## src/rtl/note_player_multi.sv

```systemverilog
// note_player_multi: multi-voice note state with a shared-ROM round-robin fetch sequencer.
// Define NOTE_PLAYER_LEGATO_EN to keep the envelope step on same-instrument reloads.
module note_player_multi #(
  parameter int CHANNELS = 4,
  parameter int PITCH_W  = 6,
  parameter int DUR_W    = 5,
  parameter int INSTR_W  = 4,
  parameter int ENV_W    = 9,
  parameter int ROM_AW   = 8
) (
  input  logic                          i_clk,
  input  logic                          i_rst,
  input  logic                          i_tick,
  input  logic [CHANNELS-1:0]           i_load,
  input  logic [CHANNELS*PITCH_W-1:0]   i_pitch,
  input  logic [CHANNELS*DUR_W-1:0]     i_duration,
  input  logic [CHANNELS*INSTR_W-1:0]   i_instrument,
  output logic [CHANNELS-1:0]           o_done,
  output logic [CHANNELS*32-1:0]        o_phase_delta,
  output logic [CHANNELS*ENV_W-1:0]     o_envelope,
  output logic                          o_busy,
  output logic [ROM_AW-1:0]             o_rom_addr,
  input  logic [15:0]                   i_rom_data
);
  localparam int CW = CHANNELS > 1 ? $clog2(CHANNELS) : 1;
  localparam logic [2:0] S_IDLE = 3'd0, S_PD_HI = 3'd1, S_PD_LO = 3'd2,
                         S_PD_CAP = 3'd3, S_ENV_A = 3'd4, S_ENV_CAP = 3'd5;
  logic [PITCH_W-1:0]  r_pitch [CHANNELS];
  logic [INSTR_W-1:0]  r_instr [CHANNELS];
  logic [DUR_W-1:0]    r_rem   [CHANNELS];
  logic [2:0]          r_step  [CHANNELS];
  logic [31:0]         r_pd    [CHANNELS];
  logic [ENV_W-1:0]    r_env   [CHANNELS];
  logic [CHANNELS-1:0] r_active, r_pd_pend, r_env_pend, r_done;
  logic [2:0]          r_state;
  logic [CW-1:0]       r_ch, r_rr;
  logic [15:0]         r_hi;
  logic                r_abort;
  logic [ROM_AW-1:0]   r_addr;
  logic                w_found, w_ok;
  logic [CW-1:0]       w_pick;
  logic [CHANNELS-1:0] w_end, w_kill, w_legato;
  logic [ROM_AW-1:0]   w_addr;
  always_comb begin
    w_end = '0;
    w_kill = '0;
    w_legato = '0;
    for (int c = 0; c < CHANNELS; c++) begin
      w_end[c] = i_tick && r_active[c] && !i_load[c] && r_rem[c] == DUR_W'(1);
      w_kill[c] = w_end[c] || i_load[c];
`ifdef NOTE_PLAYER_LEGATO_EN
      w_legato[c] = r_active[c] && i_instrument[c*INSTR_W +: INSTR_W] == r_instr[c];
`else
      w_legato[c] = 1'b0;
`endif
    end
  end
  always_comb begin
    w_found = 1'b0;
    w_pick = '0;
    for (int k = 0; k < CHANNELS; k++) begin
      if (!w_found && (r_pd_pend[CW'((int'(r_rr) + k) % CHANNELS)] || r_env_pend[CW'((int'(r_rr) + k) % CHANNELS)])) begin
        w_found = 1'b1;
        w_pick = CW'((int'(r_rr) + k) % CHANNELS);
      end
    end
  end
  // Address follows the serviced channel's live state; IDLE replays the last address.
  assign w_addr = r_state == S_PD_HI ? {1'b0, r_pitch[r_ch], 1'b0} :
                  r_state == S_PD_LO ? {1'b0, r_pitch[r_ch], 1'b1} :
                  r_state == S_ENV_A ? {1'b1, r_instr[r_ch], r_step[r_ch]} : r_addr;
  assign w_ok = r_active[r_ch] && !r_abort && !w_kill[r_ch];
  always_ff @(posedge i_clk or posedge i_rst) begin
    if (i_rst) begin
      r_state <= S_IDLE;
      r_ch <= '0;
      r_rr <= '0;
      r_hi <= '0;
      r_abort <= 1'b0;
      r_addr <= '0;
      r_active <= '0;
      r_pd_pend <= '0;
      r_env_pend <= '0;
      r_done <= '0;
      for (int c = 0; c < CHANNELS; c++) begin
        r_pitch[c] <= '0;
        r_instr[c] <= '0;
        r_rem[c] <= '0;
        r_step[c] <= '0;
        r_pd[c] <= '0;
        r_env[c] <= '0;
      end
    end else begin
      r_addr <= w_addr;
      r_done <= '0;
      case (r_state)
        S_IDLE: if (w_found) begin
          r_ch <= w_pick;
          r_abort <= 1'b0;
          r_pd_pend[w_pick] <= 1'b0;
          r_env_pend[w_pick] <= 1'b0;
          r_state <= r_pd_pend[w_pick] ? S_PD_HI : S_ENV_A;
        end
        S_PD_HI: r_state <= S_PD_LO;
        S_PD_LO: begin
          r_hi <= i_rom_data;
          r_state <= S_PD_CAP;
        end
        S_PD_CAP: begin
          if (w_ok) r_pd[r_ch] <= {r_hi, i_rom_data};
          r_state <= S_ENV_A;
        end
        S_ENV_A: r_state <= S_ENV_CAP;
        S_ENV_CAP: begin
          if (w_ok) r_env[r_ch] <= i_rom_data[ENV_W-1:0];
          r_rr <= r_ch == CW'(CHANNELS - 1) ? '0 : r_ch + 1'b1;
          r_state <= S_IDLE;
        end
        default: r_state <= S_IDLE;
      endcase
      if (r_state != S_IDLE && w_kill[r_ch]) r_abort <= 1'b1;
      // Channel updates come last so a load/tick flag set beats the pick-time clear.
      for (int c = 0; c < CHANNELS; c++) begin
        if (i_load[c]) begin
          r_pitch[c] <= i_pitch[c*PITCH_W +: PITCH_W];
          r_instr[c] <= i_instrument[c*INSTR_W +: INSTR_W];
          r_rem[c] <= i_duration[c*DUR_W +: DUR_W];
          if (!w_legato[c]) r_step[c] <= '0;
          if (i_duration[c*DUR_W +: DUR_W] == '0) begin
            r_active[c] <= 1'b0;
            r_done[c] <= 1'b1;
            r_env[c] <= '0;
            r_pd_pend[c] <= 1'b0;
            r_env_pend[c] <= 1'b0;
          end else begin
            r_active[c] <= 1'b1;
            r_pd_pend[c] <= 1'b1;
            if (!w_legato[c]) r_env_pend[c] <= 1'b1;
          end
        end else if (i_tick && r_active[c]) begin
          r_rem[c] <= r_rem[c] - 1'b1;
          if (w_end[c]) begin
            r_active[c] <= 1'b0;
            r_done[c] <= 1'b1;
            r_env[c] <= '0;
            r_pd_pend[c] <= 1'b0;
            r_env_pend[c] <= 1'b0;
          end else begin
            r_step[c] <= r_step[c] == 3'd7 ? 3'd7 : r_step[c] + 3'd1;
            r_env_pend[c] <= 1'b1;
          end
        end
      end
    end
  end
  genvar g;
  generate
    for (g = 0; g < CHANNELS; g++) begin : g_out
      assign o_phase_delta[g*32 +: 32] = r_pd[g];
      assign o_envelope[g*ENV_W +: ENV_W] = r_env[g];
    end
  endgenerate
  assign o_done = r_done;
  assign o_busy = r_state != S_IDLE;
  assign o_rom_addr = w_addr;
endmodule
```

## config.mk

```make
export PLATFORM = sky130hd
export DESIGN_NAME = note_player_multi
export DESIGN_NICKNAME = d
export VERILOG_FILES = /design/src/rtl/note_player_multi.sv
export SDC_FILE = /design/constraint.sdc
export NUM_CORES = 1
export LEC_CHECK = 0
export CORE_MARGIN = 3
export CORE_UTILIZATION = 52
export CTS_CLUSTER_DIAMETER = 40
export DETAILED_ROUTE_END_ITERATION = 10
export GPL_TIMING_DRIVEN = 0
export PLACE_DENSITY = 0.81
export RECOVER_POWER = 50
export SLEW_MARGIN = 20
export SYNTH_ARGS = -nofsm -noshare
export SYNTH_HDL_FRONTEND = slang
export SYNTH_SLANG_ARGS = --single-unit
```

## constraint.sdc

```tcl
create_clock -name i_clk -period 13.8 [get_ports i_clk]
set_input_delay 2.76 -clock i_clk [delete_from_list [all_inputs] [get_ports i_clk]]
set_output_delay 2.76 -clock i_clk [all_outputs]
set_load 0.005 [all_outputs]
```

Word-level counts from Yosys, hierarchy flattened
Cells that the tools add are included.
Widths: inputs -> output; s select.
{"block": "op_classes", "n_addsub": 12, "magnitude_cmp": 9, "n_eq_ne": 19, "muxes": 167, "bitwise": 4, "reduce_logical": 76}
{"operator": "$mux 9", "count": 17}
{"operator": "$bwmux 128", "count": 1}
{"operator": "$mux 1", "count": 83}
{"operator": "$mux 36", "count": 2}
{"operator": "$demux 32 s2", "count": 1}
{"operator": "$mux 3", "count": 20}
{"operator": "$mux 5", "count": 8}
{"operator": "$bwmux 36", "count": 1}
{"operator": "$mux 32", "count": 1}
{"operator": "$reduce_and 2->1", "count": 15}
{"operator": "$reduce_bool 3->1", "count": 9}
{"operator": "$mux 4", "count": 6}
{"operator": "$mux 8", "count": 3}
{"operator": "$bmux 1 s2", "count": 11}
{"operator": "$eq 5x1->1 const B", "count": 4}
{"operator": "$logic_and 1x1->1", "count": 20}
{"operator": "$logic_not 5->1", "count": 4}
{"operator": "$reduce_bool 2->1", "count": 10}
{"operator": "$sub 5x1->5 const B", "count": 4}
{"operator": "$demux 9 s2", "count": 1}
{"operator": "$eq 3x3->1 const B", "count": 6}
{"operator": "$lt 2x4->1 const B", "count": 4}
{"operator": "$pmux 3 s5", "count": 1}
{"operator": "$add 3x1->3 const B", "count": 4}
{"operator": "22 further kinds", "count": 51}
{"block": "word_totals", "reg_bits": 284, "in_bits": 83, "output_inout_bits": 177, "word_cells": 327}

Logic depth before layout (Yosys ltp)
{"block": "logic_depth", "word_depth": 25, "ltp_mapped": 10, "depth_no_buf": 8}

Worst setup path after synthesis
OpenSTA, ideal clock, no wires.
{"block": "synth_path", "kind": "input port to flip-flop", "from": "in i_tick", "to": "reg r_pd, in the netlist o_phase_delta[0]", "setup_time_ns": 0.125, "arrival_ns": 4.557, "required_time_ns": 13.675, "slack_ns": 9.118, "path_stages": 10, "path_buffers": 4, "path_cell_list": "buf_6 and2_1 buf_6 a21oi_2 mux4_2 and3_4 and2_4 buf_6 buf_12 mux2_4"}
{"block": "synth_between", "elab_chain_len": 9, "word_cells_on_any_way": 21, "cone_classes": "mux (2); reduce/logical (19)"}
{"element": "from (decl)", "line": "13", "source": "input logic i_tick,"}
{"element": "$logic_and 1x1->1 (3 in a row)", "line": "49", "source": "w_end[c] = i_tick && r_active[c] && !i_load[c] && r_rem[c] == DUR_W'(1);"}
{"element": "$logic_or 1x1->1", "line": "50", "source": "w_kill[c] = w_end[c] || i_load[c];"}
{"element": "$bmux 1 s2 (*)", "line": "72", "source": "assign w_ok = r_active[r_ch] && !r_abort && !w_kill[r_ch];"}
{"element": "$mux 1 (not written as such) (*)", "line": "72"}
{"element": "$logic_not 1->1 (*)", "line": "72"}
{"element": "$logic_and 1x1->1 (*)", "line": "72"}
{"element": "$reduce_and 2->1 (no source line) (*)"}
{"element": "to (signal, indexed assignment)", "line": "110", "source": "if (w_ok) r_pd[r_ch] <= {r_hi, i_rom_data};"}
{"element": "to (decl)", "line": "32", "source": "logic [31:0] r_pd [CHANNELS];"}
Every way passes the cells marked *; elsewhere a longest branch is shown, timed or not. The select of a mux whose other input is x is not followed.
A chain may end at the register's enable or synchronous reset.

==> impl_metrics.py <==
metrics = {
    "outcome": {
        "outcome": "complete, but fails checks",
        "violations": "capacitance limit, slew limit",
    },
    "cts": {
        "htree_levels": 2,
        "numCtsBuffers": 41,
        "cts_hold_buf": 0,
        "clkTransAtPathRegs_ns": 0.05,
        "cts_resized": 0,
        "cts_root_buf": "clkbuf_16",
        "cts_setup_buffers": 0,
        "clockBufferDepth": 3,
        "clock_latency_ns": 0.52,
        "cts_sinks": 284,
        "cts_tree": "yes",
    },
    "route": {
        "ant_nets": 0,
        "vias": 8734,
        "drt_iter0_drc": 640,
        "routed_wl_um": 33160,
        "vias_per_cell": 5.538,
        "dr.pass1.iters": 5,
        "avgRoutedWirePerCell_um": 21.02,
        "drc": 0,
    },
    "sta": {
        "fmax_mhz": 117.0,
        "grt_setup_unrepaired": "no",
        "setup-tns-final_ns": 0,
        "report.final.hold_viol_count": 0,
        "maxSlewViolCount": 184,
        "min_period_ns": 8.544,
        "relSlewSlack_pct": -255.7,
        "tightest_slew_ns": 5.335,
        "period_share_pct": 61.91,
        "setup_viol": 0,
        "finClkSkew_ns": 0.02348,
    },
    "finish": {
        "diodes": 0,
        "fin_util_pct": 72.16,
        "syn_to_final_growth_pct": 34.09,
        "drive_above_1_share_pct": 24.80,
        "nets": 1327,
    },
    "setup_path": {
        "critPathMaxFanout": 103,
        "path_delay_family": "buffers and inverters",
        "critPathArrivalTime_ns": 7.88,
        "reg2reg_to": "r_pd_pend[3]$_DFF_PP0_",
        "crit_buf_inv": 3,
        "r2r_start": "r_state[2]$_DFFE_PP0P_",
        "r2r_slack_ns": 10.96,
        "critical_path_class": "input port to asynchronous set/reset pin",
        "crit_cells": 3,
        "crit_slowest_cell": "clkbuf_1",
        "path_cells": "dlygate4sd3_1, clkinvlp_2, clkbuf_1",
        "crit_required_ns": 13.14,
        "end_kind": "asynchronous set/reset pin",
        "crit_path_max_incr_delay_ns": 3.78,
        "reg2reg_depth": 7,
        "setup.worst_path.start_class": "input port",
    },
    "floorplanning": {
        "ios": 260,
        "die_y_um": 163.3,
        "coreArea_um2": 23890,
        "initial_core_util_pct": 53.82,
        "dieWidth_um": 163.3,
        "dieArea_um2": 26650,
        "rows": 56,
    },
    "hold_path": {
        "hp-start": "r_abort$_DFFE_PP0P_",
        "min_path_cells": 2,
        "hold_end": "r_abort$_DFFE_PP0P_",
        "min_path_type": "flip-flop to flip-flop",
    },
    "global_routing": {
        "first_global_vias": 9299,
        "grt_pass1_wl_um": 52800,
        "grt_max_degree": 104,
        "overflow": 0,
        "grt_usage_pct": 25.22,
        "antenna_found_initial": 0,
    },
    "yosys": {
        "ys_seq_area_share_pct": 55.27,
        "yosysTopAreaCell": "dfrtp_1",
        "synthFlopType": "dfrtp_1",
        "syn_inst": 926,
        "syn_nets": 1025,
        "ys_warn_count": 0,
        "syn_avg_cell_area_um2": 13.89,
        "synth_common_cells": "284 x dfrtp_1, 120 x mux2_4, 89 x nor2_1",
        "netlist.area_leader.share_pct": 55.27,
        "synth_edf_count": 0,
        "netlist_top_cells_area": "dfrtp_1 55%, mux2_4 14%, mux2_2 6.0%",
        "synth.distinct_cells": 49,
        "synth-seq-cells": 284,
        "synth-async-reset-ratio_pct": 100.0,
        "synth_most_common_cell": "dfrtp_1",
        "synth_area_um2": 12860,
    },
    "power": {
        "ir_drop_mv": 0.1150,
        "p_leak_uw": 0.007844,
        "powerDensity_nw_per_um2": 199.8,
        "power_uw": 3445,
    },
    "flow_run": {
        "max-cap-violations": 2,
    },
    "placed_design": {
        "portBuffers": 256,
        "routabilityCongestion": 0.8635,
        "hpwl_um": 23040,
    },
}
[layout by cell type, fill, tap and decap left out, types with 14 or more instances in the layout]
cell type and instances:
dfrtp_1 284, clkdlybuf4s50_1 227, mux2_4 120, nor2_1 89, mux2_2 69, nand2_1 47, clkbuf_16 43, o21ai_0 42
mux2i_1 42, clkbuf_1 31, dlygate4sd3_1 30, a21oi_1 27, inv_1 16, ha_1 16, mux4_2 14, nand3_1 14
[routing by layer]
layer	part of all wire, %	track usage (%)	vias to the layer above	wire length [um]
met5	0	0	-	0
met4	3.1	8.458	0	1042
met3	6.0	4.717	71	1988
met2	50	43.27	349	16540
met1	41	32.38	4433	13590
li1	-	-	3881	-
[area by class of cell]
cell class | count | area, um2
Buffer | 53 | 445.4
Clock buffer | 53 | 1204
Clock inverter | 20 | 227.7
Fill cell | 1521 | 6651
Inverter | 17 | 65.06
Multi-Input combinational cell | 572 | 5196
Sequential cell | 284 | 7107
Tap cell | 319 | 399.1
Timing Repair Buffer | 259 | 2597
[stage by stage]
step / instances / area, um2 / hold slack (ns) / worst slack [ns]
2_1_floorplan: 926 / 12860 / 0.4590 / 3.204
3_3_place_gp: 1501 / 15820 / 0.4778 / -0.1736
3_5_place_dp: 1504 / 15910 / 0.4792 / 8.330
4_1_cts: 1577 / 17340 / 0.5004 / 7.816
5_1_grt: 1577 / 17240 / 0.5154 / 4.067
6_report: 1577 / 17240 / 0.4953 / 5.256
[how the worst max path moves through the flow]
stage                                    from                              to
after floorplan                         i_rst             o_done[0]$_DFF_PP0_
after global placement                  i_rst    o_phase_delta[2]$_DFFE_PP0P_
after detailed placement               i_tick   o_phase_delta[40]$_DFFE_PP0P_
after CTS                 r_ch[1]$_DFFE_PP0P_                   o_rom_addr[4]
after global routing                    i_rst  o_phase_delta[116]$_DFFE_PP0P_
final                                   i_rst   o_phase_delta[54]$_DFFE_PP0P_
[state kept, by name, summed over array words and instances (netlist names)]
signal and flops:
o_phase_delta 128, o_envelope 36, r_pitch 24, r_rem 20, r_hi 16, r_instr 16
r_step 12, r_addr 8, o_done 4, r_active 4, r_env_pend 4, r_pd_pend 4
r_state 3, r_ch 2, r_rr 2, r_abort 1
[power breakdown]
part / switching [uW] / internal [uW]
combinational: 431 / 688
clock: 378 / 691
sequential: 183 / 1070
total: 992 / 2450
[worst register-to-register path: stages, from the launching register on]
cell and delay (ns):
dfrtp_1 0.35, dlygate4sd3_1 0.67, nor3_1 0.59, and2_0 0.25
clkbuf_1 0.38, nand2_1 0.17, o21ai_0 0.20, a21oi_1 0.09
[kinds of logic (layout without fill, tap and decap cells)]
logic type | count (synthesis) | in the layout | synth area share (%)
flip-flops | 284 | 284 | 55.27
AND/OR/NAND/NOR | 187 | 187 | 6.772
XOR/XNOR | 17 | 17 | 1.158
AO/OA/AOI/OAI | 106 | 106 | 4.943
buffers and inverters | 70 | 402 | 4.320
adder cells (fa/ha/maj) | 16 | 16 | 1.557
multiplexers | 246 | 246 | 25.98
(Power assumes the default switching activity.)
